File: config.mk
export PLATFORM = sky130hd
export DESIGN_NAME = ram_loader_flat
export DESIGN_NICKNAME = d
export VERILOG_FILES = /design/src/rtl/ram_loader_pkg.sv /design/src/rtl/ram_loader_if.sv /design/src/rtl/ram_loader_checksum.sv /design/src/rtl/ram_loader.sv /design/src/flat_wrapper.sv
export SDC_FILE = /design/constraint.sdc
export NUM_CORES = 1
export LEC_CHECK = 0
export CORE_UTILIZATION = 29
export DETAILED_ROUTE_END_ITERATION = 7
export PLACE_DENSITY = 0.51
export REMOVE_ABC_BUFFERS = 1
export SLEW_MARGIN = 40
export SYNTH_ARGS = -nofsm -noshare
export SYNTH_HDL_FRONTEND = slang
export SYNTH_SLANG_ARGS = --single-unit
File: constraint.sdc
create_clock -name clk -period 2 [get_ports clk]
set_input_delay 0.3 -clock clk [delete_from_list [all_inputs] [get_ports clk]]
set_output_delay 0.3 -clock clk [all_outputs]
set_load 0.1 [all_outputs]
File: src/rtl/ram_loader_pkg.sv
// ram_loader_pkg: shared CPU constants (byte/address widths, RAM depth) and loader state encoding
package ram_loader_pkg;
  localparam int DATA_W_DEF = 8;
  localparam int ADDR_W_DEF = 4;
  localparam int RAM_DEPTH = 2 ** ADDR_W_DEF;
  typedef enum logic [2:0] {
    S_IDLE,
    S_WAIT_BYTE,
    S_WRITE,
    S_VERIFY,
    S_CHECK,
    S_DONE,
    S_ERR
  } state_t;
endpackage

File: src/rtl/ram_loader_if.sv
// ram_loader_if: loader bundle (byte stream in, RAM addr/bus/strobes out, bus readback in, status out); master = loader, slave = surroundings
interface ram_loader_if
  import ram_loader_pkg::*;
#(
  parameter int DATA_W = DATA_W_DEF,
  parameter int ADDR_W = ADDR_W_DEF
);
  logic              load_start;
  logic [DATA_W-1:0] in_data;
  logic              in_valid;
  logic              in_ready;
  logic [ADDR_W-1:0] ld_add;
  logic [DATA_W-1:0] ld_bus_out;
  logic              ld_bus_oe;
  logic [DATA_W-1:0] bus_in;
  logic              ld_ram_in;
  logic              ld_ram_out;
  logic              cpu_hold;
  logic              load_ok;
  logic              load_err;
  modport master (
    input  load_start, in_data, in_valid, bus_in,
    output in_ready, ld_add, ld_bus_out, ld_bus_oe, ld_ram_in, ld_ram_out, cpu_hold, load_ok, load_err
  );
  modport slave (
    output load_start, in_data, in_valid, bus_in,
    input  in_ready, ld_add, ld_bus_out, ld_bus_oe, ld_ram_in, ld_ram_out, cpu_hold, load_ok, load_err
  );
endinterface

File: src/rtl/ram_loader_checksum.sv
// ram_loader_checksum: mod-2**W byte accumulator (clk, rst, clr, add, din -> sum)
module ram_loader_checksum #(
  parameter int W = 8
) (
  input  logic         clk,
  input  logic         rst,
  input  logic         clr,
  input  logic         add,
  input  logic [W-1:0] din,
  output logic [W-1:0] sum
);
  logic [W-1:0] sum_q, sum_d;
  always_comb sum_d = clr ? '0 : add ? sum_q + din : sum_q;
  always_ff @(posedge clk) sum_q <= rst ? '0 : sum_d;
  assign sum = sum_q;
endmodule

File: src/rtl/ram_loader.sv
// ram_loader: fills the 16x8 program RAM from a valid/ready byte stream, checksums a readback, holds the CPU off the bus (clk, rst, ld: ram_loader_if.master)
module ram_loader
  import ram_loader_pkg::*;
#(
  parameter int DATA_W = DATA_W_DEF,
  parameter int ADDR_W = ADDR_W_DEF,
  parameter bit VERIFY = 1'b1
) (
  input  logic clk,
  input  logic rst,
  ram_loader_if.master ld
);
  state_t            state_q, state_d;
  logic [ADDR_W-1:0] cnt_q, cnt_d;
  logic [DATA_W-1:0] byte_q, byte_d;
  logic [DATA_W-1:0] wr_sum, rd_sum;
  logic              clr, wr_add, rd_add, last, wr, ver;
  assign last = &cnt_q;
  always_comb begin
    state_d = state_q;
    cnt_d   = cnt_q;
    byte_d  = byte_q;
    clr     = 1'b0;
    wr_add  = 1'b0;
    rd_add  = 1'b0;
    case (state_q)
      S_IDLE, S_DONE, S_ERR: if (ld.load_start) begin
        clr     = 1'b1;
        cnt_d   = '0;
        state_d = S_WAIT_BYTE;
      end
      S_WAIT_BYTE: if (ld.in_valid) begin
        byte_d  = ld.in_data;
        wr_add  = 1'b1;
        state_d = S_WRITE;
      end
      S_WRITE: begin
        cnt_d   = cnt_q + 1'b1;
        state_d = !last ? S_WAIT_BYTE : VERIFY ? S_VERIFY : S_DONE;
      end
      S_VERIFY: begin
        rd_add  = 1'b1;
        cnt_d   = cnt_q + 1'b1;
        state_d = last ? S_CHECK : S_VERIFY;
      end
      S_CHECK: state_d = rd_sum == wr_sum ? S_DONE : S_ERR;
      default: state_d = S_IDLE;
    endcase
  end
  always_ff @(posedge clk) begin
    if (rst) begin
      state_q <= S_IDLE;
      cnt_q   <= '0;
      byte_q  <= '0;
    end else begin
      state_q <= state_d;
      cnt_q   <= cnt_d;
      byte_q  <= byte_d;
    end
  end
  ram_loader_checksum #(.W(DATA_W)) u_wr_sum (
    .clk(clk), .rst(rst), .clr(clr), .add(wr_add), .din(ld.in_data), .sum(wr_sum)
  );
  ram_loader_checksum #(.W(DATA_W)) u_rd_sum (
    .clk(clk), .rst(rst), .clr(clr), .add(rd_add), .din(ld.bus_in), .sum(rd_sum)
  );
  assign wr            = state_q == S_WRITE;
  assign ver           = state_q == S_VERIFY;
  assign ld.in_ready   = state_q == S_WAIT_BYTE;
  assign ld.ld_ram_in  = wr;
  assign ld.ld_bus_oe  = wr;
  assign ld.ld_ram_out = ver;
  assign ld.ld_add     = wr || ver ? cnt_q : '0;
  assign ld.ld_bus_out = wr ? byte_q : '0;
  assign ld.cpu_hold   = !(state_q == S_IDLE || state_q == S_DONE);
  assign ld.load_ok    = state_q == S_DONE;
  assign ld.load_err   = state_q == S_ERR;
endmodule

File: src/flat_wrapper.sv
// flat-port wrapper written by rule: the top's interface ports become plain ports
module ram_loader_flat import ram_loader_pkg::*;
#(
  parameter int DATA_W = DATA_W_DEF,
  parameter int ADDR_W = ADDR_W_DEF,
  parameter bit VERIFY = 1'b1
)
  (clk, rst, ld_load_start, ld_in_data, ld_in_valid, ld_bus_in, ld_in_ready, ld_ld_add, ld_ld_bus_out, ld_ld_bus_oe, ld_ld_ram_in, ld_ld_ram_out, ld_cpu_hold, ld_load_ok, ld_load_err);
  ram_loader_if #(.DATA_W(DATA_W), .ADDR_W(ADDR_W)) ld_i ();
  input  logic clk;
  input  logic rst;
  input wire logic [$bits(ld_i.load_start)-1:0] ld_load_start;
  input wire logic [$bits(ld_i.in_data)-1:0] ld_in_data;
  input wire logic [$bits(ld_i.in_valid)-1:0] ld_in_valid;
  input wire logic [$bits(ld_i.bus_in)-1:0] ld_bus_in;
  output wire logic [$bits(ld_i.in_ready)-1:0] ld_in_ready;
  output wire logic [$bits(ld_i.ld_add)-1:0] ld_ld_add;
  output wire logic [$bits(ld_i.ld_bus_out)-1:0] ld_ld_bus_out;
  output wire logic [$bits(ld_i.ld_bus_oe)-1:0] ld_ld_bus_oe;
  output wire logic [$bits(ld_i.ld_ram_in)-1:0] ld_ld_ram_in;
  output wire logic [$bits(ld_i.ld_ram_out)-1:0] ld_ld_ram_out;
  output wire logic [$bits(ld_i.cpu_hold)-1:0] ld_cpu_hold;
  output wire logic [$bits(ld_i.load_ok)-1:0] ld_load_ok;
  output wire logic [$bits(ld_i.load_err)-1:0] ld_load_err;
  assign ld_i.load_start = ld_load_start;
  assign ld_i.in_data = ld_in_data;
  assign ld_i.in_valid = ld_in_valid;
  assign ld_i.bus_in = ld_bus_in;
  assign ld_in_ready = ld_i.in_ready;
  assign ld_ld_add = ld_i.ld_add;
  assign ld_ld_bus_out = ld_i.ld_bus_out;
  assign ld_ld_bus_oe = ld_i.ld_bus_oe;
  assign ld_ld_ram_in = ld_i.ld_ram_in;
  assign ld_ld_ram_out = ld_i.ld_ram_out;
  assign ld_cpu_hold = ld_i.cpu_hold;
  assign ld_load_ok = ld_i.load_ok;
  assign ld_load_err = ld_i.load_err;
  ram_loader #(.DATA_W(DATA_W), .ADDR_W(ADDR_W), .VERIFY(VERIFY)) u_core (.clk(clk), .rst(rst), .ld(ld_i));
endmodule
## Word-level counts from Yosys, hierarchy flattened

Index checks and enable logic that the tools add are counted.
Widths: inputs -> output; s select.

| storage, ports and cells | value |
|---|---|
| register bits | 31 |
| output and inout bits | 19 |
| bits of input ports | 20 |
| logic and storage cells | 44 |

| operators by class | value |
|---|---|
| add/sub/neg operators | 3 |
| multiplexer cells | 15 |
| reduce and logical (&&, ||, !) cells | 12 |
| equal/unequal tests | 9 |

Operators with widths:

| operator | number |
|---|---|
| $add 8x8->8 | 2 |
| $pmux 3 s5 | 1 |
| $eq 3x3->1 const B | 3 |
| $mux 3 | 3 |
| $eq 8x8->1 | 1 |
| $mux 4 | 2 |
| $mux 8 | 1 |
| $pmux 4 s2 | 1 |
| $eq 3x2->1 const B | 2 |
| $reduce_and 2->1 | 3 |
| $mux 1 | 5 |
| $add 4x1->4 const B | 1 |
| $mux 2 | 2 |
| $ne 2x2->1 const B | 2 |
| $reduce_and 4->1 | 1 |
| $reduce_or 2->1 | 2 |
| $eq 3x1->1 const B | 1 |
| $logic_not 3->1 | 1 |
| $reduce_or 3->1 | 1 |
| $logic_or 1x1->1 | 2 |
| $reduce_bool 2->1 | 1 |
| $logic_not 1->1 | 1 |

## Longest topological paths before layout

| depth | value |
|---|---|
| word-level depth | 4 |
| mapped depth | 8 |
| mapped depth without buffers | 8 |

## Modules after synthesis

A second synthesis with hierarchy kept.

| second synthesis, totals | value |
|---|---|
| cell total of the unflattened synthesis | 261 |
| area, all modules | 2115.8 µm² |

By module, submodules not included:

| module | times used | sequential area each (µm²) | cells an instance | area each (µm²) |
|---|---|---|---|---|
| ram_loader_checksum | 2 | 160.2 | 69 | 590.6 |
| ram_loader | 1 | 300.3 | 123 | 934.6 |

## Least setup slack after synthesis

Ideal clock, no wire load.

| timing path | value |
|---|---|
| kind | register -> output |
| start | register u_core.state_q[2] |
| end | output ld_ld_bus_out[0] |
| path buffers | 1 |
| path slack | -1.314 ns |
| stages on the path, launching flop included | 5 |
| required time | 1.700 ns |
| data arrival time | 3.014 ns |
| cell sequence | dfxtp_1 -> buf_4 -> nand2b_1 -> nor2_1 -> and2_1 |

| between the ends | value |
|---|---|
| longest elaborated chain between the ends | 2 |

RTL lines:

| element | line | RTL |
|---|---|---|
| start: declaration | ram_loader.sv:13 | `state_t state_q, state_d;` |
| start signal: assignment | ram_loader.sv:56 | `state_q <= state_d;` |
| $eq 3x2->1 | ram_loader.sv:67 | `assign wr = state_q == S_WRITE;` |
| net ld_ld_bus_oe | flat_wrapper.sv:19 | `output wire logic [$bits(ld_i.ld_bus_oe)-1:0] ld_ld_bus_oe;` |
| $mux 8 | ram_loader.sv:74 | `assign ld.ld_bus_out = wr ? byte_q : '0;` |
| end: declaration | flat_wrapper.sv:18 | `output wire logic [$bits(ld_i.ld_bus_out)-1:0] ld_ld_bus_out;` |

The timed path passes the listed nets, and every way through them passes these cells.

## Worst setup path in the final report

| timing path | value |
|---|---|
| start | input ld_bus_in[4] |
| end | register u_core.u_rd_sum.sum_q[7], in the netlist u_core.u_rd_sum.sum[7] |

| between the ends | value |
|---|---|
| longest elaborated chain between the ends | 1 |

RTL lines:

| element | line | RTL |
|---|---|---|
| start: declaration | flat_wrapper.sv:15 | `input wire logic [$bits(ld_i.bus_in)-1:0] ld_bus_in;` |
| $add 8x8->8 | ram_loader_checksum.sv:13 | `always_comb sum_d = clr ? '0 : add ? sum_q + din : sum_q;` |
| end signal: assignment | ram_loader_checksum.sv:14 | `always_ff @(posedge clk) sum_q <= rst ? '0 : sum_d;` |
| end: declaration | ram_loader_checksum.sv:12 | `logic [W-1:0] sum_q, sum_d;` |

Every way passes these cells.
A chain may end at the register's enable or synchronous reset.

==> flow_metrics.env <==
export IMPL_run_status="complete, no violations"
export IMPL_final_antenna_net_count=0
export IMPL_detailroute_via_count=1991
export IMPL_crit_type="in2reg"
export IMPL_antennaDiodeCount=0
export IMPL_number_of_antenna_violations_at_the_first_check_in_global_routing=0
export IMPL_grt_first_pass_wirelength_mm=8.19
export IMPL_cts_made_buffers=5
export IMPL_cts_root_buffer_cell="sky130_fd_sc_hd__clkbuf_8"
export IMPL_die_area_um2=7390
export IMPL_io_buffers=38
export IMPL_route_top_layer_used="met4"
export IMPL_detailedPlacementHpwl_mm=3.99
export IMPL_fp_dieW_um=86.0
export IMPL_m1WireLength_mm=2.40
export IMPL_ys_warn_count=0
export IMPL_num_nets_final=360
export IMPL_pin_count_of_the_biggest_net_entering_global_routing=18
export IMPL_met2_length_mm=2.41
export IMPL_timing_fmax_ghz=0.527
export IMPL_placeableCoreArea_um2=6790
export IMPL_fin_worst_skew_ns=0.00457
export IMPL_multiInputGateArea_um2=1370
export IMPL_leakagePower_nw=1.23
export IMPL_total_of_hold_buffers_inserted_after_clock_tree_synthesis=0
export IMPL_clock_tree_htree_level_count=2
export IMPL_worstPathBufferInverterCount=1
export IMPL_router_iterations_before_antenna_repair=4
export IMPL_grt_pass1_vias=1777
export IMPL_clk_pin_slew_worst_paths_ns=0.07
export IMPL_timing_critical_path_fanout_max=3
export IMPL_worst_r2r_startpoint="u_core.state_q[0]"
export IMPL_synth_avg_cell_area_um2=7.81
export IMPL_layout_drive_gt1_share_pct=21.3
export IMPL_peakVddDrop_v=0.000378
export IMPL_synthesis_area_um2=2050
export IMPL_numClockSinks=31
export IMPL_timing_max_slew_rel_slack_pct=75.9
export IMPL_required_time_worst_endpoint_ns=2.22
export IMPL_fin_tns_setup_ns=0
export IMPL_layout_common_cells="sky130_fd_sc_hd__nand2_1, sky130_fd_sc_hd__a21oi_1, sky130_fd_sc_hd__dfxtp_1"
export IMPL_place_inst=412
export IMPL_finalNonFillerCells=420
export IMPL_yosys_cell_types_count=41
export IMPL_setup_repair_after_global_routing_missed_its_margin="false"
export IMPL_global_route_usage_total_pct=13.9
export IMPL_num_rows=30
export IMPL_detail_route_vias_per_cell=4.74
export IMPL_layout_commonest_cell="sky130_fd_sc_hd__nand2_1"
export IMPL_timing_critical_path_slowest_stage_cell="sky130_fd_sc_hd__or4_4"
export IMPL_fillCellCount=690
export IMPL_worst_hold_path_type="in2reg"
export IMPL_rrSetupSlack_ns=0.12
export IMPL_chain_of_cells_forming_the_critical_path="clkdlybuf4s50_1 -> ha_1 -> o211ai_1 -> o211a_1 -> or4_4 -> a21o_1 -> a21oi_1"
export IMPL_final_hold_slack_ns=0.355
export IMPL_final_setup_viol_count=0
export IMPL_routed_wire_length_per_instance_um=11.9
export IMPL_final_period_minus_worst_setup_slack_ns=1.90
export IMPL_signal_arrival_time_at_the_worst_endpoint_ns=2.12
export IMPL_max_stage_delay_ns=0.42
export IMPL_cts_tree="yes"
export IMPL_power_density_cell_area_nw_per_um2=713
export IMPL_overflow=0
export IMPL_postSynthRegisterBits=31
export IMPL_timing_critical_path_from_type="input port"
export IMPL_die_y_um=86.0
export IMPL_timing_final_hold_violations=0
export IMPL_detailroute_wirelength_met3_um=169
export IMPL_setup_worst_path_end_class="flop"
export IMPL_finalCritPeriodShare_pct=94.9
export IMPL_postSynthCellCount=262
export IMPL_detail_route_drc_violations=0
export IMPL_critical_hold_path_startpoint="ld_in_data[2]"
export IMPL_regArea_um2=622
export IMPL_cts_buffer_depth=2
export IMPL_start_util_pct=30.1
export IMPL_first_iter_violations=47
export IMPL_clock_latency_ns=0.28
export IMPL_top_level_i_o_count=39
export IMPL_fin_max_slew_vios=0
export IMPL_maxCapViolCount=0
export IMPL_ys_seq_area_share_pct=30.3
export IMPL_area_growth_pct=49.5
export IMPL_finalWeightedCongestion=0.830
export IMPL_crit_family="compound AO/OA/AOI/OAI gates"
export IMPL_timing_worst_slew_pin_value_ns=0.362
export IMPL_critical_path_startpoint="ld_bus_in[4]"
export IMPL_wl_mm=5.01
area by class of cell:
cell class | count | area share, %
Clock buffer | 6 | 2.70
Timing Repair Buffer | 67 | 25.9
Multi-Input combinational cell | 209 | 44.9
Clock inverter | 2 | 1.15
Inverter | 9 | 1.10
Tap cell | 96 | 3.93
Sequential cell | 31 | 20.3
final timing paths:
kind,to,cells after the start
setup / recovery,u_core.u_rd_sum.sum[7],7
hold / removal,u_core.byte_q[2],3
setup reg to reg,u_core.u_wr_sum.sum[6],5
hold reg to reg,u_core.byte_q[0],2
power breakdown:
| part | switching, mW | internal (mW) |
|---|---|---|
| Combinational | 0.483 | 0.343 |
| Clock | 0.246 | 0.403 |
| Sequential | 0.0461 | 0.660 |
sequential cells by signal (all words and copies together), names as in the netlist:
signal	count
u_core.state_q	3
u_core.u_wr_sum.sum	8
u_core.cnt_q	4
u_core.u_rd_sum.sum	8
u_core.byte_q	8
cell usage after synthesis:
| library cell | instances | share of area, % |
|---|---|---|
| sky130_fd_sc_hd__o211a_1 | 1 | 0.49 |
| sky130_fd_sc_hd__nand2b_1 | 4 | 1.2 |
| sky130_fd_sc_hd__nand3_1 | 7 | 1.7 |
| sky130_fd_sc_hd__nor2_1 | 17 | 3.1 |
| sky130_fd_sc_hd__o21a_1 | 3 | 1.1 |
| sky130_fd_sc_hd__nor2b_1 | 3 | 0.92 |
| sky130_fd_sc_hd__or4_1 | 3 | 1.1 |
| sky130_fd_sc_hd__o2bb2ai_1 | 2 | 0.86 |
| sky130_fd_sc_hd__nand3b_1 | 1 | 0.37 |
| sky130_fd_sc_hd__clkbuf_1 | 8 | 1.5 |
| sky130_fd_sc_hd__nor3_1 | 2 | 0.49 |
| sky130_fd_sc_hd__a21o_1 | 5 | 1.8 |
| sky130_fd_sc_hd__o32a_1 | 1 | 0.49 |
| sky130_fd_sc_hd__and3_1 | 2 | 0.61 |
| sky130_fd_sc_hd__xnor2_1 | 11 | 4.7 |
| sky130_fd_sc_hd__buf_2 | 3 | 0.73 |
| sky130_fd_sc_hd__nand2_1 | 38 | 7.0 |
| sky130_fd_sc_hd__clkinv_1 | 1 | 0.18 |
| sky130_fd_sc_hd__a211oi_1 | 7 | 2.6 |
| sky130_fd_sc_hd__a21oi_1 | 32 | 7.8 |
| sky130_fd_sc_hd__and3b_1 | 2 | 0.86 |
| sky130_fd_sc_hd__or3_1 | 2 | 0.61 |
| sky130_fd_sc_hd__maj3_1 | 1 | 0.49 |
| sky130_fd_sc_hd__and2_1 | 13 | 4.0 |
| sky130_fd_sc_hd__nor4_1 | 1 | 0.31 |
| sky130_fd_sc_hd__o21bai_1 | 2 | 0.73 |
| sky130_fd_sc_hd__o31a_1 | 1 | 0.43 |
| sky130_fd_sc_hd__inv_1 | 8 | 1.5 |
| sky130_fd_sc_hd__ha_1 | 15 | 9.2 |
| sky130_fd_sc_hd__buf_4 | 2 | 0.73 |
| sky130_fd_sc_hd__o211ai_1 | 4 | 1.5 |
| sky130_fd_sc_hd__a31oi_1 | 2 | 0.61 |
| sky130_fd_sc_hd__o21ai_0 | 11 | 2.7 |
| sky130_fd_sc_hd__a311oi_1 | 1 | 0.43 |
| sky130_fd_sc_hd__a22oi_1 | 3 | 1.1 |
| sky130_fd_sc_hd__nor3b_2 | 1 | 0.61 |
| sky130_fd_sc_hd__dfxtp_1 | 31 | 30 |
| sky130_fd_sc_hd__a211o_1 | 1 | 0.43 |
| sky130_fd_sc_hd__nand4_1 | 5 | 1.5 |
| sky130_fd_sc_hd__fa_1 | 2 | 2.0 |
| sky130_fd_sc_hd__xor2_1 | 3 | 1.3 |
metal layers:
layer	track usage (%)	vias to the layer above
met5	0	-
met4	3.18	0
met3	2.98	4
met2	23.6	34
met1	18.0	900
li1	-	1053
worst min-delay path, stage by stage:
cell                             delay [ns]
sky130_fd_sc_hd__dlymetal6s2s_1        0.16
sky130_fd_sc_hd__nand2_1               0.08
sky130_fd_sc_hd__a21oi_1               0.05
cells by family (layout without fill, tap and decap cells):
kind of cell               Yosys count  count (layout)  synth area share, %
and+or+nand+nor                    101             101                 24.4
AOI/OAI and AO/OA                   76              76                 23.1
DFF                                 31              31                 30.3
buffers and inverters               22              84                 4.59
adders and majority gates           18              18                 11.6
xor gates and xnor gates            14              14                 5.99
per-stage QoR:
step           cell area, µm²  setup slack [ns]  total power [mW]  util (%)
3_5_place_dp             2890            -0.339              1.54      42.6
3_3_place_gp             2890            -0.260              1.53      42.6
2_1_floorplan            1990             -2.56              1.19         -
4_1_cts                  3020            0.0123              2.19      44.5
6_report                 3060             0.101              2.18      45.0
5_1_grt                  3060           0.00460              2.30      45.0
repair_timing:
item / CTS / global route
setup buffers: 0 / 0
pin swaps: 2 / 4
resized for setup: 7 / 9
setup endpoints to repair: 12 / 8
Note: power is estimated with default switching activity, not from simulation.
==> RTL change 1: new RTL, same settings <==
`DATA_W_DEF`: 8 -> 12.
--- a/src/rtl/ram_loader_pkg.sv
+++ b/src/rtl/ram_loader_pkg.sv
@@ -1,6 +1,6 @@
 // ram_loader_pkg: shared CPU constants (byte/address widths, RAM depth) and loader state encoding
 package ram_loader_pkg;
-  localparam int DATA_W_DEF = 8;
+  localparam int DATA_W_DEF = 12;
   localparam int ADDR_W_DEF = 4;
   localparam int RAM_DEPTH = 2 ** ADDR_W_DEF;
   typedef enum logic [2:0] {
Interface: changed (resized ld_bus_in, ld_in_data and ld_ld_bus_out); port bits go from 39 to 51. The function was not compared with the original's and may differ.
==> RTL change 1 against the original RTL <==
  * Setup slack got worse by 79 ps
  * Power down 6.2%
  * Fmax shrank 4.0%
  * Sequential power increased by 29%
  * Cell count is 43% higher
  * Sequential cell count grew 12
  * Synthesized cell count increased by 40%
  * Wire length rose by 55%
  * Synthesized area is 44% higher
  * Critical path type is now register to register
  * Register-to-register slack lost 98 ps
  * Highest routed layer unchanged
  * Final area increased by 48%
  * Core utilization rose by 1.2 points
==> RTL change 1: results (changes against the original RTL) <==
.. list-table::
   :header-rows: 1

   * - Metric
     - Value
   * - Run status
     - finished clean
   * - Post-CTS setup buffer count
     - 5 (+5)
   * - Worst setup slack for register-to-register paths
     - 20 ps (-100 ps)
   * - Number of cells traversed by the worst register-to-register path
     - 7 (+2)
   * - Post-detailed-routing wire length
     - 7.77 mm (+55%)
   * - Post-synthesis share of cell area spent on full adders, half adders and majority gates
     - 11.1% (-0.48 points)
   * - Min cycle time layout
     - 1980 ps (+79.0 ps)
   * - Leak
     - 1.82 nW (+49%)
   * - Largest incremental delay on the critical path
     - 440 ps (+20 ps)
   * - Aggregate global-route resource usage
     - 15.6% (+1.6 points)
   * - Ratio of cells with drive above 1 in the final layout
     - 30.6% (+9.3 points)
   * - Reported net switching power
     - 0.653 mW (-16%)
   * - Synthesized area per cell
     - 8.00 um2 (+2.4%)
   * - Share of cell area taken by muxes after synthesis
     - 0.680% (+0.68 points)
   * - Arr. time, crit path
     - 2220 ps (+100 ps)
   * - Total via count in the routed design
     - 2,887 (+45%)
   * - Post-synthesis sequential area ratio
     - 29.3% (-1.1 points)
   * - Fraction of power consumed by the clock network
     - 27.3% (-2.5 points)
   * - Maximum number of pins on one net before global-route repair
     - 29 (+11)
   * - Wire length of the first global-routing pass
     - 13.0 mm (+58%)
   * - Layout Nets
     - 520 (+44%)
   * - Fraction of post-synthesis cell area in the top cell type by area
     - 29.3% (-1.1 points)
   * - Cell area after placement
     - 4140 um2 (+43%)
   * - Main area contributors after synthesis
     - dfxtp_1, ha_1, nand2_1, xnor2_1, a21oi_1
   * - Hold WS
     - 306 ps (-49.0 ps)
   * - Hold path startpoint
     - ld_in_data[0]
   * - Worst IR Drop VDD
     - 0.000235 V (-38%)
   * - Most instantiated cells after synthesis
     - nand2_1, dfxtp_1, a21oi_1
   * - Weighted congestion reported at the end of routability-driven placement
     - 0.843 (+1.5%)
   * - Total of buffers placed on input and output ports
     - 50 (+32%)
   * - CP max stage cell
     - a2111oi_4
   * - Pre-CTS setup slack
     - -594 ps (-254 ps)
   * - Die Area
     - 10,600 um2 (+43%)
   * - # placed instances
     - 585 (+42%)
   * - Endpoint of the lowest-slack register-to-register path
     - u_core.u_rd_sum.sum[11]$_SDFFE_PP0N_
   * - Sink of the worst hold path
     - u_core.byte_q[0]$_SDFFE_PP0P_
   * - Total of cells resized after clock tree synthesis
     - 55 (+48)
   * - Starting DRT DRC Count
     - 118 (+150%)
   * - Clock slew seen by the registers of the worst setup and hold paths
     - 90 ps (+20 ps)
   * - Compound-Gate Fraction of Synth Area
     - 21.4% (-1.7 points)
   * - XOR/XNOR Fraction of Synth Area
     - 8.33% (+2.3 points)
-- RTL change 1: layout make-up --
class / instances / area [um2] / share of cell area, %
repair buffers: 111 / 1200 / 26.5
flip-flops and latches: 43 / 873 / 19.2
multi-input cells: 301 / 2200 / 48.4
well taps: 133 / 166 / 3.66
clock inverters: 1 / 5.00 / 0.110
clock buffers: 7 / 76.3 / 1.68
inverters: 5 / 18.8 / 0.413
-- RTL change 1: power groups by stage --
stage	sequential, mW	combinational [mW]	clock [mW]
floorplan	0.928	0.294	0
global placement	0.925	0.533	0
detailed placement	0.926	0.537	0
CTS	0.907	0.570	0.578
global route	0.913	0.637	0.620
finish	0.908	0.580	0.558
-- RTL change 1: routing by layer --
metal	up-vias	wire, um	part of all wire (%)	global-route usage [%]
met5	-	0	0	0
met4	0	91	1.2	4.23
met3	8	201	2.6	1.22
met2	47	3730	48	26.8
met1	1319	3750	48	20.9
li1	1513	-	-	-
==> RTL change 2: new RTL, same settings <==
Made on the original files. The 7 states of `state_t` get a one-hot encoding in 7 bits.
--- a/src/rtl/ram_loader_pkg.sv
+++ b/src/rtl/ram_loader_pkg.sv
@@ -3,14 +3,14 @@
   localparam int DATA_W_DEF = 8;
   localparam int ADDR_W_DEF = 4;
   localparam int RAM_DEPTH = 2 ** ADDR_W_DEF;
-  typedef enum logic [2:0] {
-    S_IDLE,
-    S_WAIT_BYTE,
-    S_WRITE,
-    S_VERIFY,
-    S_CHECK,
-    S_DONE,
-    S_ERR
+  typedef enum logic [6:0] {
+    S_IDLE      = 7'b0000001,
+    S_WAIT_BYTE = 7'b0000010,
+    S_WRITE     = 7'b0000100,
+    S_VERIFY    = 7'b0001000,
+    S_CHECK     = 7'b0010000,
+    S_DONE      = 7'b0100000,
+    S_ERR       = 7'b1000000
   } state_t;
 endpackage
 
Behaviour: no difference found for any inputs over 10 cycles, from zero or initial values and one cycle with rst high; not proved beyond that.
==> RTL change 2 against the original RTL <==
  * The flow now finishes with violations (setup timing)
  * Setup slack lost 380 ps
  * Synthesized area grew 9.4%
  * Cell count grew 12%
  * Clock skew grew 3.2 ps
  * Final area grew 17%
  * Sequential cell count grew 4
  * Wire length grew 14%
Power is not compared: it rests on default switching activity, and its combinational part moved more than twofold at a synthesized area within 25%.
==> RTL change 2: results (changes against the original RTL) <==
.. list-table::
   :header-rows: 1

   * - Metric
     - Value
   * - Total via count in the routed design
     - 2,221 (+12%)
   * - Layout Nets
     - 408 (+13%)
   * - Share of cell area taken by muxes after synthesis
     - 2.79% (+2.8 points)
   * - CP max stage cell
     - or3_4
   * - GR Util met3
     - 2.96% (-0.023 points)
   * - Main area contributors after synthesis
     - dfxtp_1, ha_1, nand2_1, a21oi_1, xnor2_1
   * - Arr. time, crit path
     - 1980 ps (-140 ps)
   * - # placed instances
     - 448 (+8.7%)
   * - Power, Total
     - ~1.6 mW
   * - Crit Path Category
     - register to output pin
   * - Synth-to-Final Area Change
     - 59.3%
   * - Number of failing setup endpoints in the final timing report
     - 22 (+22)
   * - Netlist area before placement
     - 2240 um2 (+9.4%)
   * - Inverters
     - 8 (-1)
   * - NonClk Buf Share
     - 29.0% (+3.1 points)
   * - Final setup margin
     - -284 ps (-385 ps)
   * - Number of fill cells
     - 739 (+7.1%)
   * - Failing checks
     - setup timing
   * - Post-Route Skew
     - 7.79 ps (+3.22 ps)
   * - Fraction of post-synthesis cell area in the top cell type by area
     - 31.3% (+0.97 points)
   * - Worst setup slack for register-to-register paths
     - -230 ps (-350 ps)
   * - Post-synthesis instance total
     - 282 (+7.6%)
   * - Highest net fanout along the worst path
     - 4 (+1)
   * - GRT met2 Usage
     - 22.7% (-0.90 points)
   * - Aggregate negative setup slack
     - -4820 ps (-4820 ps)
   * - Post-synthesis sequential area ratio
     - 31.3% (+0.97 points)
   * - Starting DRT DRC Count
     - 79 (+68%)
   * - Path class of the lowest-slack min-delay path
     - register to register
   * - Maximum number of pins on one net before global-route repair
     - 22 (+4)
   * - Seq/total area
     - 19.7% (-0.65 points)
   * - Area used by multi-input combinational logic
     - 1590 um2 (+15%)
   * - Run status
     - finished, violations left
   * - Startpoint of the worst-slack reg-to-reg timing path
     - u_core.state_q[0]$_SDFFE_PP1P_
   * - Met1 WL
     - 2.79 mm (+16%)
   * - Endpoint of the most critical setup path
     - ld_ld_bus_out[6]
   * - Clock sink count
     - 35 (+13%)
   * - Non-clock buffer count in the final layout
     - 94 (+40%)
   * - Cell area after placement
     - 3180 um2 (+10%)
   * - Clock distribution area overhead in the final layout
     - 2.46% (-1.4 points)
   * - Largest incremental delay on the critical path
     - 370 ps (-50 ps)
   * - Pre-CTS setup slack
     - -446 ps (-107 ps)
   * - Avg Vias per Cell
     - 4.73 (-0.32%)
   * - Ratio of cells with drive above 1 in the final layout
     - 32.9% (+12 points)
[RTL change 2: worst min-delay path by stage]
stage | from | end | slack [ps] | depth (start not counted)
after floorplan | rst | u_core.byte_q[0]$_SDFFE_PP0P_ | 370 | 1
after global placement | u_core.byte_q[4]$_SDFFE_PP0P_ | u_core.byte_q[4]$_SDFFE_PP0P_ | 430 | 2
after detailed placement | u_core.byte_q[6]$_SDFFE_PP0P_ | u_core.byte_q[6]$_SDFFE_PP0P_ | 440 | 2
after CTS | u_core.byte_q[6]$_SDFFE_PP0P_ | u_core.byte_q[6]$_SDFFE_PP0P_ | 450 | 2
after global routing | u_core.byte_q[7]$_SDFFE_PP0P_ | u_core.byte_q[7]$_SDFFE_PP0P_ | 480 | 2
final | u_core.byte_q[2]$_SDFFE_PP0P_ | u_core.byte_q[2]$_SDFFE_PP0P_ | 450 | 2
